`config.mk`:
```
export PLATFORM = sky130hd
export DESIGN_NAME = cpu_state_sequencer
export DESIGN_NICKNAME = d
export VERILOG_FILES = /design/src/rtl/cpu_pkg.sv /design/src/rtl/cpu_state_sequencer_sat_counter.sv /design/src/rtl/cpu_state_sequencer.sv
export SDC_FILE = /design/constraint.sdc
export NUM_CORES = 1
export LEC_CHECK = 0
export CAP_MARGIN = 40
export CELL_PAD_IN_SITES_DETAIL_PLACEMENT = 1
export CELL_PAD_IN_SITES_GLOBAL_PLACEMENT = 1
export CORE_MARGIN = 3
export CORE_UTILIZATION = 39
export CTS_BUF_LIST = sky130_fd_sc_hd__clkbuf_8
export DETAILED_ROUTE_END_ITERATION = 7
export HOLD_SLACK_MARGIN = 0.05
export PLACE_DENSITY = 0.82
export SLEW_MARGIN = 5
export SYNTH_ARGS = -nofsm -noshare
export SYNTH_HDL_FRONTEND = slang
export SYNTH_HIERARCHICAL = 1
export SYNTH_SLANG_ARGS = --single-unit
```
`constraint.sdc`:
```
create_clock -name clk -period 2.9 [get_ports clk]
set_input_delay 0.29 -clock clk [delete_from_list [all_inputs] [get_ports clk]]
set_output_delay 0.29 -clock clk [all_outputs]
set_load 0.005 [all_outputs]
```
`src/rtl/cpu_pkg.sv`:
```
// Shared definitions for the CPU sequencer and control unit.
//   state_t : 4-bit multicycle state code seen by the control unit.
package cpu_pkg;

  typedef enum logic [3:0] {
    HALT   = 4'd0,
    FETCH  = 4'd1,
    DECODE = 4'd2,
    EXEC1  = 4'd3,
    EXEC2  = 4'd4
  } state_t;

endpackage

```
`src/rtl/cpu_state_sequencer_sat_counter.sv`:
```
// Saturating up-counter used for the sequencer's debug counters.
//   clk   : system clock
//   reset : synchronous active-high clear
//   inc   : count this cycle
//   count : current value; holds at all-ones instead of wrapping
module sat_counter #(
  parameter int W = 32
) (
  input  logic         clk,
  input  logic         reset,
  input  logic         inc,
  output logic [W-1:0] count
);

  logic [W-1:0] count_q;
  logic [W-1:0] count_d;

  always_comb begin
    count_d = count_q;
    if (inc && (count_q != '1)) begin
      count_d = count_q + 1'b1;
    end
  end

  // NOTE: state is updated with non-blocking assignments so every flop
  // samples values from before the edge, independent of block ordering.
  always_ff @(posedge clk) begin
    if (reset) begin
      count_q <= '0;
    end else begin
      count_q <= count_d;
    end
  end

  assign count = count_q;

endmodule

```
`src/rtl/cpu_state_sequencer.sv`:
```
// Multicycle state sequencer: FETCH -> DECODE -> EXEC1 -> EXEC2, freezing
// on Avalon waitrequest while an access is outstanding, parking in HALT
// when the program jumps to address zero.
//   clk, reset    : clock and synchronous active-high reset
//   waitrequest   : Avalon slave stall
//   memread       : data read request (used in EXEC1)
//   memwrite      : data write request (used in EXEC2)
//   halt_req      : next PC is zero; decides HALT vs FETCH on EXEC2 exit
//   state         : current state code for the control unit
//   fetch_read    : instruction read strobe (whole of FETCH)
//   pc_write      : PC update pulse on the EXEC2 exit cycle
//   stall         : current state frozen by waitrequest
//   active        : not in HALT
//   cycle_count   : saturating count of non-HALT cycles
//   instr_count   : saturating count of retired instructions
module cpu_state_sequencer
  import cpu_pkg::*;
#(
  parameter int CNT_W = 32
) (
  input  logic             clk,
  input  logic             reset,
  input  logic             waitrequest,
  input  logic             memread,
  input  logic             memwrite,
  input  logic             halt_req,
  output logic [3:0]       state,
  output logic             fetch_read,
  output logic             pc_write,
  output logic             stall,
  output logic             active,
  output logic [CNT_W-1:0] cycle_count,
  output logic [CNT_W-1:0] instr_count
);

  state_t state_q;
  state_t state_d;

  // Output decodes and next state. Stall freezes the state; waitrequest
  // only matters where an access is actually pending.
  // NOTE: every output of this block gets a default first, so no path
  // leaves a signal unassigned and no latch is inferred.
  always_comb begin
    state_d    = state_q;
    fetch_read = 1'b0;
    stall      = 1'b0;
    pc_write   = 1'b0;
    active     = 1'b1;

    unique case (state_q)
      FETCH: begin
        fetch_read = 1'b1;
        stall      = waitrequest;
        if (!waitrequest) state_d = DECODE;
      end
      DECODE: begin
        state_d = EXEC1;
      end
      EXEC1: begin
        stall = memread & waitrequest;
        if (!stall) state_d = EXEC2;
      end
      EXEC2: begin
        stall = memwrite & waitrequest;
        if (!stall) begin
          // Pulse also fires when heading to HALT so the PC settles at 0.
          pc_write = 1'b1;
          state_d  = halt_req ? HALT : FETCH;
        end
      end
      HALT: begin
        active = 1'b0;
      end
      default: begin
        // Unreachable encodings recover to a clean fetch.
        state_d = FETCH;
      end
    endcase
  end

  // NOTE: reset is synchronous; only the control state and the counters
  // need it, there is no storage array here to clear.
  always_ff @(posedge clk) begin
    if (reset) begin
      state_q <= FETCH;
    end else begin
      state_q <= state_d;
    end
  end

  assign state = state_q;

  sat_counter #(.W(CNT_W)) u_cycle_cnt (
    .clk   (clk),
    .reset (reset),
    .inc   (active),
    .count (cycle_count)
  );

  sat_counter #(.W(CNT_W)) u_instr_cnt (
    .clk   (clk),
    .reset (reset),
    .inc   (pc_write),
    .count (instr_count)
  );

endmodule
```
==> results of run 1 <==
## flip-flops by register name, indices dropped and copies added (netlist names)
| name | count |
|---|---|
| u_cycle_cnt/count | 32 |
| u_instr_cnt/count | 32 |
| state | 3 |
## power by group through the flow
stage | registers (mW) | clock network, mW | logic, mW
final | 0.949 | 0.762 | 0.122
after global routing | 0.952 | 0.816 | 0.135
after CTS | 0.949 | 0.779 | 0.123
after detailed placement | 0.970 | 0 | 0.120
after global placement | 0.969 | 0 | 0.116
after floorplan | 0.967 | 0 | 0.0588
## worst register-to-register path, delay by kind of cell (launching register included)
family / cells / cell delay [ps]
DFF: 1 / 480
and+or+nand+nor: 5 / 1610
muxes: 1 / 370
## per-layer routing
metal  GRT usage [%]  up-vias  share of wire (%)
met5               0        -                  0
met1            29.7     1820                 45
met2            36.8       81                 49
met3            3.37       16                4.5
met4            9.20        0                1.7
li1                -     1806                  -
## metrics by stage
stage          util, %  std cells
4_1_cts           53.0        616
3_3_place_gp      50.8        600
5_1_grt           53.0        616
6_report          53.0        616
2_1_floorplan        -        425
3_5_place_dp      50.8        600
## cell usage in the layout (no fill, tap or decap), types with 7 or more instances in the layout
| cell type | netlist | routed |
|---|---|---|
| and4_1 | 8 | 8 |
| nand2_1 | 22 | 22 |
| clkdlybuf4s50_1 | 0 | 75 |
| a21oi_1 | 46 | 46 |
| nand4_1 | 21 | 21 |
| xnor2_1 | 12 | 12 |
| nor2_1 | 32 | 32 |
| o21ai_0 | 16 | 16 |
| or3_1 | 20 | 20 |
| or4_1 | 24 | 24 |
| o31ai_1 | 24 | 24 |
| nand3_1 | 27 | 27 |
| and3_1 | 7 | 7 |
| dfxtp_1 | 67 | 67 |
| clkbuf_8 | 0 | 9 |
| buf_4 | 1 | 14 |
## synthesized netlist by cell type, types with 3 or more instances
cell type | n | area share (%)
dfxtp_1 | 67 | 38
a21oi_1 | 46 | 6.5
nor2_1 | 32 | 3.4
nand3_1 | 27 | 3.8
o31ai_1 | 24 | 5.1
or4_1 | 24 | 5.1
nand2_1 | 22 | 2.3
nand4_1 | 21 | 3.7
or3_1 | 20 | 3.5
clkbuf_1 | 16 | 1.7
o21ai_0 | 16 | 2.3
xnor2_1 | 12 | 3.0
and4_1 | 8 | 2.0
nor4_1 | 8 | 1.4
and3_1 | 7 | 1.2
buf_2 | 6 | 0.85
nor2b_1 | 6 | 1.1
nor3_1 | 5 | 0.71
a2111oi_0 | 4 | 0.99
inv_1 | 4 | 0.42
nand2b_1 | 4 | 0.71
nor3b_1 | 4 | 0.85
a31oi_1 | 3 | 0.53
## kinds of logic (layout without fill, tap and decap cells)
| group | Yosys count | in the layout | synth area share, % |
|---|---|---|---|
| and+or+nand+nor | 203 | 203 | 33.7 |
| xor gates and xnor gates | 14 | 14 | 3.46 |
| adders and majority gates | 2 | 2 | 0.706 |
| other | 1 | 1 | 0.106 |
| AOI/OAI and AO/OA | 105 | 105 | 19.1 |
| DFF | 67 | 67 | 37.8 |
| buffers and inverters | 27 | 110 | 3.18 |
| muxes | 6 | 6 | 1.84 |
## cell type report
cell class,count,area [sq um]
Fill cell,1069,4120
Multi-Input combinational cell,331,2100
Sequential cell,67,1340
Timing Repair Buffer,90,861
Tap cell,108,135
Clock buffer,9,124
Clock inverter,7,61.3
Inverter,4,15.0
## path summary, 6_finish.rpt
| check | slack (ps) | endpoint | startpoint | depth (start not counted) |
|---|---|---|---|---|
| worst min-delay path | 430 | u_instr_cnt/count[28] | reset | 2 |
| worst min register to register | 510 | u_cycle_cnt/count[15] | u_cycle_cnt/count[15] | 2 |
| worst max register to register | 340 | u_cycle_cnt/count[31] | state[2] | 6 |
| worst max-delay path | 340 | u_cycle_cnt/count[31] | state[2] | 6 |
==> impl_table.tex, run 1 <==
\begin{tabular}{lr}
\hline
Metric & Value \\
\hline
\multicolumn{2}{l}{\textbf{Status}} \\
\quad Run status & complete, no violations \\
\multicolumn{2}{l}{\textbf{Setup path}} \\
\quad Crit-path leading delay family & simple AND/OR/NAND/NOR gates \\
\quad Class of the most critical setup path & register to register \\
\quad Critical path's slowest cell & nor4\_2 \\
\quad Nature of the critical path endpoint & register \\
\quad Category of the worst setup path launch point & register \\
\quad Critical Path Max Stage Delay & roughly 590 ps \\
\quad Critical path fanouts, max & 9 \\
\quad Required time at the endpoint of the critical path & roughly 3100 ps \\
\quad Dominant cell type by count on the critical path & nand4\_1 \\
\quad Cell Chain, Critical Path & or3\_2 -> nand4\_1 -> nor4\_2 -> nand4\_1 -> nor4\_1 -> mux2\_2 \\
\quad Worst path bufs/invs & 0 \\
\quad Critical Path AT & between 2000 and 3000 ps \\
\multicolumn{2}{l}{\textbf{Route}} \\
\quad Wire length per cell & about 18 microns \\
\quad Routed via count & $\sim$3.7k \\
\quad Final wirelength & roughly 11,000 microns \\
\quad 1st-iter DRT viols & 155 \\
\quad DR pass1 iterations & 4 \\
\quad \# DRC & 0 \\
\quad Via density per instance & 6.04 \\
\quad ANT nets after route & 0 \\
\multicolumn{2}{l}{\textbf{Pwr}} \\
\quad Seq pwr share & slightly above 50\% \\
\quad Total power & between 1.5 and 2 mW \\
\quad Internal Dissipation & between 1 and 1.5 mW \\
\quad Largest vdd supply drop & around 0.00025 V \\
\quad P per Cell Area & 395 nW/um\^{}2 \\
\quad Fraction of power consumed by combinational cells & under 10\% \\
\quad Leakage power & between 1 and 1.5 nW \\
\quad Proportion of power drawn by the clock network & a little over two fifths \\
\quad Total net switching power & 0.453 mW \\
\quad Switching share of power & between 20 and 25\% \\
\multicolumn{2}{l}{\textbf{Global routing}} \\
\quad Global-route wire length before repair & 18,700 microns \\
\quad Aggregate global-route resource usage & a little under a quarter \\
\quad Remaining global-route overflow & 0 \\
\quad Initial antenna violation count & 0 \\
\quad Vias in the first global route & roughly 3.8k \\
\quad Pin count of the biggest net entering global routing & 33 \\
\multicolumn{2}{l}{\textbf{Clock network}} \\
\quad Hold buffer count at cts & 0 \\
\quad Clock buffers created by TritonCTS & 9 \\
\quad Bufs on Longest Clock Path & 2 \\
\quad Number of clock sinks seen by CTS & 67 \\
\quad Post-CTS clock slew at the launch and capture registers of the worst setup and hold paths & roughly 80 ps \\
\quad Clock root buffer master & clkbuf\_8 \\
\quad Post-CTS repair timing setup buffer count & 0 \\
\quad Clock latency on the worst-skew pair & 350 ps \\
\quad CTS H-Tree Depth & 3 \\
\quad TritonCTS clock tree & yes \\
\quad Post\_cts resized & 0 \\
\multicolumn{2}{l}{\textbf{Placed design}} \\
\quad IO buf count & 76 \\
\quad Placed instance area & $\sim$4500 sq um \\
\quad Routability-driven placement congestion ratio & 0.817 \\
\quad Setup slack after placement & between 200 and 300 ps \\
\quad Total half-perimeter wirelength after legalization and detailed placement & 8010 microns \\
\multicolumn{2}{l}{\textbf{Timing}} \\
\quad Post-route fraction of the period consumed by the critical path & between 80\% and 90\% \\
\quad Max Clk Rate & 390 MHz \\
\quad Final Hold Vio Count & 0 \\
\quad Final setup vio count & 0 \\
\quad Worst slack on hold paths & between 400 and 500 ps \\
\quad Clock period minus worst slack & roughly 2600 ps \\
\quad Fin Clk Skew & 10.4 ps \\
\quad Setup slack after layout & 337 ps \\
\quad Actual slew at the worst max-slew pin & approximately 610 ps \\
\quad Setup total negative slack & 0 ps \\
\quad Worst slew slack as a fraction of its limit & 58.1\% \\
\quad Setup repair after global routing missed its margin & false \\
\quad Count of pins over their slew limit & 0 \\
\multicolumn{2}{l}{\textbf{Logic synthesis}} \\
\quad Post-synth cell types & 46 \\
\quad Summed instance area of the synthesized netlist & about 3500 sq um \\
\quad Most frequently used flop master after synthesis & dfxtp\_1 \\
\quad Count of flip-flops with a built-in enable after synthesis & 0 \\
\quad Number of register bits inferred by synthesis & between 60 and 70 \\
\quad Number of nets produced by synthesis & roughly 430 \\
\quad Post-synthesis area per instance & 8.34 sq um \\
\quad Yosys warning count & 6 \\
\quad Async S/R FF share, synth & 0\% \\
\quad Mapped Cells & roughly 430 \\
\quad Sequential cell area fraction in the yosys report & between 30 and 40\% \\
\multicolumn{2}{l}{\textbf{Die}} \\
\quad Initial core utilization & between 40\% and 50\% \\
\quad Core Area & 8760 sq um \\
\quad Die width & approximately 100 microns \\
\quad Top-Level Pins & between 70 and 80 \\
\quad Std cell rows & 34 \\
\quad Height of the die & about 100 microns \\
\quad Die footprint & 10,300 sq um \\
\multicolumn{2}{l}{\textbf{Hold path}} \\
\quad Class of the tightest hold or removal check & primary input to register \\
\multicolumn{2}{l}{\textbf{Flow run}} \\
\quad Max capacitance violation total & 0 \\
\multicolumn{2}{l}{\textbf{Layout}} \\
\quad Number of nets in the final layout & a little over 500 \\
\quad Number of antenna cells inserted & 0 \\
\quad P\&R area growth vs syn & 30.9\% \\
\quad Fraction of final layout cells sized beyond drive strength 1 & a little under a tenth \\
\quad Post-route design area & between 4000 and 5000 sq um \\
\hline
\end{tabular}
No activity file was read; power rests on OpenSTA's default activity.
==> inputs of run 2 (changes only) <==
--- a/config.mk
+++ b/config.mk
@@ -9,11 +9,11 @@
 export CELL_PAD_IN_SITES_DETAIL_PLACEMENT = 1
 export CELL_PAD_IN_SITES_GLOBAL_PLACEMENT = 1
 export CORE_MARGIN = 3
-export CORE_UTILIZATION = 39
+export CORE_UTILIZATION = 35
 export CTS_BUF_LIST = sky130_fd_sc_hd__clkbuf_8
 export DETAILED_ROUTE_END_ITERATION = 7
 export HOLD_SLACK_MARGIN = 0.05
-export PLACE_DENSITY = 0.82
+export PLACE_DENSITY = 0.78
 export SLEW_MARGIN = 5
 export SYNTH_ARGS = -nofsm -noshare
 export SYNTH_HDL_FRONTEND = slang
==> constraint.sdc (replaced) <==
create_clock -name clk -period 2.25 [get_ports clk]
set_input_delay 0.225 -clock clk [delete_from_list [all_inputs] [get_ports clk]]
set_output_delay 0.225 -clock clk [all_outputs]
set_load 0.005 [all_outputs]
==> impl_table.tex, run 2 (synthesis results as in run 1) <==
\begin{tabular}{lr}
\hline
Metric & Value \\
\hline
\multicolumn{2}{l}{\textbf{Setup path}} \\
\quad Critical Path Max Stage Delay & 410 ps (-180 ps) \\
\quad Cell count along the critical path & 8 (+2) \\
\quad Cell Chain, Critical Path & buf\_4 -> and3\_4 -> nand4\_1 -> nor4\_4 -> buf\_4 -> nand3\_1 -> or4\_1 -> a21oi\_1 \\
\quad R2R cell count & 8 (+2) \\
\quad Crit-path leading delay family & simple AND/OR/NAND/NOR gates \\
\quad Critical path's slowest cell & or4\_1 \\
\quad Dominant cell type by count on the critical path & buf\_4 \\
\quad Critical path fanouts, max & 7 (-2) \\
\quad Worst path bufs/invs & 2 (+2) \\
\quad Critical Path AT & 2400 ps (-390 ps) \\
\quad Nature of the critical path endpoint & register \\
\quad Category of the worst setup path launch point & register \\
\quad Required time at the endpoint of the critical path & 2510 ps (-620 ps) \\
\quad Class of the most critical setup path & register to register \\
\multicolumn{2}{l}{\textbf{Global routing}} \\
\quad Pin count of the biggest net entering global routing & 34 (+3.0\%) \\
\quad Initial antenna violation count & 0 (unchanged) \\
\quad Vias in the first global route & 4,086 (+7.3\%) \\
\quad Remaining global-route overflow & 0 (unchanged) \\
\quad Aggregate global-route resource usage & 21.7\% (-0.79 points) \\
\quad Global-route wire length before repair & 20,300 microns (+8.1\%) \\
\multicolumn{2}{l}{\textbf{Timing}} \\
\quad Clock period minus worst slack & 2140 ps (-426 ps) \\
\quad Post-route fraction of the period consumed by the critical path & 95.0\% (+6.6 points) \\
\quad Fin Clk Skew & 10.4 ps (-0.0214 ps) \\
\quad Worst slack on hold paths & 420 ps (-6.12 ps) \\
\quad Actual slew at the worst max-slew pin & 692 ps (+79.8 ps) \\
\quad Worst slew slack as a fraction of its limit & 53.9\% (-4.3 points) \\
\quad Setup total negative slack & 0 ps (unchanged) \\
\quad Setup slack after layout & 113 ps (-224 ps) \\
\quad Max Clk Rate & 468 MHz (+20\%) \\
\quad Final Hold Vio Count & 0 (unchanged) \\
\quad Count of pins over their slew limit & 0 (unchanged) \\
\quad Final setup vio count & 0 (unchanged) \\
\multicolumn{2}{l}{\textbf{Clock network}} \\
\quad Clock buffers created by TritonCTS & 9 (unchanged) \\
\quad Clock latency on the worst-skew pair & 340 ps (about the same) \\
\quad TritonCTS clock tree & yes \\
\quad Bufs on Longest Clock Path & 2 (unchanged) \\
\quad Post-CTS clock slew at the launch and capture registers of the worst setup and hold paths & 80 ps (about the same) \\
\quad Number of clock sinks seen by CTS & 67 (unchanged) \\
\quad Hold buffer count at cts & 0 (unchanged) \\
\quad Clock root buffer master & clkbuf\_8 \\
\quad CTS H-Tree Depth & 3 (unchanged) \\
\multicolumn{2}{l}{\textbf{Route}} \\
\quad Final wirelength & 12,100 microns (+10\%) \\
\quad 1st-iter DRT viols & 150 (-3.2\%) \\
\quad Wire length per cell & 17.5 microns (-1.9\%) \\
\quad Via density per instance & 5.77 (-4.6\%) \\
\quad DR pass1 iterations & 4 (unchanged) \\
\quad \# DRC & 0 (unchanged) \\
\quad ANT nets after route & 0 (unchanged) \\
\quad Routed via count & 3,992 (+7.2\%) \\
\multicolumn{2}{l}{\textbf{Layout}} \\
\quad Highest-count cells in the layout ignoring fill and taps & 75 x clkdlybuf4s50\_1, 67 x buf\_4, 66 x dfxtp\_1 \\
\quad P\&R area growth vs syn & 43.3\% \\
\quad Sequential cell area in the final layout & 1340 sq um (about the same) \\
\quad Fraction of final layout cells sized beyond drive strength 1 & 19.0\% (+9.5 points) \\
\quad Core Util, Final & 51.7\% (-1.2 points) \\
\quad Count of filler cells inserted in the layout & 1,224 (+14\%) \\
\quad Most common library cell in the layout ignoring fill and taps & clkdlybuf4s50\_1 \\
\quad Number of antenna cells inserted & 0 (unchanged) \\
\quad Post-route design area & 5080 sq um (+9.5\%) \\
\quad Number of nets in the final layout & 565 (+11\%) \\
\quad Area taken by multi-input logic gates & 2130 sq um (+1.3\%) \\
\multicolumn{2}{l}{\textbf{Die}} \\
\quad Initial core utilization & 36.1\% (-4.3 points) \\
\quad Top-Level Pins & 78 (unchanged) \\
\quad Die footprint & 11,400 sq um (+11\%) \\
\quad Std cell rows & 36 (+5.9\%) \\
\quad Height of the die & 107 microns (+5.2\%) \\
\quad Core Area & 9820 sq um (+12\%) \\
\quad Die width & 107 microns (+5.2\%) \\
\multicolumn{2}{l}{\textbf{Placed design}} \\
\quad Placed instance area & 4890 sq um (+9.9\%) \\
\quad Setup slack after placement & -90.5 ps (-371 ps) \\
\quad IO buf count & 76 (unchanged) \\
\quad Total half-perimeter wirelength after legalization and detailed placement & 8860 microns (+11\%) \\
\quad Routability-driven placement congestion ratio & 0.860 (+5.2\%) \\
\multicolumn{2}{l}{\textbf{Hold path}} \\
\quad Class of the tightest hold or removal check & primary input to register \\
\quad Worst hold path depth & 2 (unchanged) \\
\multicolumn{2}{l}{\textbf{Pwr}} \\
\quad Total net switching power & 0.576 mW (+27\%) \\
\quad Proportion of power drawn by the clock network & 38.6\% (-3.0 points) \\
\quad Largest vdd supply drop & 0.000225 V (-8.4\%) \\
\quad P per Cell Area & 448 nW/um\^{}2 (+13\%) \\
\quad Seq pwr share & 53.6\% (+1.8 points) \\
\quad Fraction of power consumed by combinational cells & 7.8\% (+1.2 points) \\
\quad Leakage power & 1.68 nW (+19\%) \\
\quad Internal Dissipation & 1.70 mW (+23\%) \\
\quad Switching share of power & 25.3\% (+0.59 points) \\
\multicolumn{2}{l}{\textbf{Flow run}} \\
\quad Max capacitance violation total & 0 (unchanged) \\
\multicolumn{2}{l}{\textbf{Status}} \\
\quad Run status & complete, no violations \\
\hline
\end{tabular}
[run 2: cell count changes in the layout (fill, tap and decap cells not counted), moves of 2 or more]
| cell | before | now |
|---|---|---|
| inv_1 | 6 | 4 |
| a2111oi_1 | 0 | 3 |
| a2111oi_0 | 4 | 1 |
| buf_4 | 14 | 67 |
[run 2: metal layers]
| metal | wire length, microns | vias up | share of wire [%] | global-route usage (%) |
|---|---|---|---|---|
| li1 | - | 1892 | - | - |
| met1 | 5430 | 1973 | 45 | 28.0 |
| met2 | 6060 | 109 | 50 | 37.1 |
| met3 | 520 | 18 | 4.3 | 3.67 |
| met4 | 140 | 0 | 1.2 | 6.76 |
| met5 | 0 | - | 0 | 0 |
[run 2: power by group through the flow]
stage	Combinational, mW	Sequential (mW)	Clock [mW]
after floorplan	0.0759	1.25	0
after global placement	0.171	1.25	0
after detailed placement	0.178	1.25	0
after CTS	0.179	1.22	0.900
after global routing	0.193	1.22	0.943
final	0.178	1.22	0.878
[run 2: metrics by stage]
| stage | total power, mW | cells |
|---|---|---|
| finish | 2.28 | 692 |
| global route | 2.36 | 692 |
| floorplan | 1.32 | 425 |
| detailed placement | 1.42 | 678 |
| CTS | 2.30 | 691 |
| global placement | 1.42 | 678 |
[run 2: worst register-to-register path, cell delays in order, from the launching register on]
cell	delay (ps)
dfxtp_1	350
buf_4	150
and3_4	190
nand4_1	170
nor4_4	340
buf_4	190
nand3_1	90
or4_1	410
a21oi_1	170
[run 2: final timing paths]
check                           slack [ps]      from               endpoint
worst max register to register         110  state[2]  u_instr_cnt/count[25]
worst min-delay path                   420     reset   u_instr_cnt/count[1]
worst min register to register         450  state[2]               state[1]
worst max-delay path                   110  state[2]  u_instr_cnt/count[25]
[run 2: what timing repair did]
item	4_1_cts	5_1_grt
gates resized for setup	0	9
endpoints found under the setup margin	0	13
buffers inserted	0	1
[run 2: layout make-up]
class | instances | share of cell area, %
clock buffers | 10 | 2.71
well taps | 133 | 3.28
flip-flops and latches | 67 | 26.4
inverters | 4 | 0.296
multi-input cells | 331 | 41.9
repair buffers | 144 | 25.0
clock inverters | 3 | 0.345
==> inputs of run 3 (changes only) <==
--- a/config.mk
+++ b/config.mk
@@ -14,7 +14,7 @@
 export DETAILED_ROUTE_END_ITERATION = 7
 export HOLD_SLACK_MARGIN = 0.05
 export PLACE_DENSITY = 0.78
-export SLEW_MARGIN = 5
+export SLEW_MARGIN = 20
 export SYNTH_ARGS = -nofsm -noshare
 export SYNTH_HDL_FRONTEND = slang
 export SYNTH_HIERARCHICAL = 1
==> results of run 3 <==
No change in the layout: final DEF, timing and power equal those of run 2.
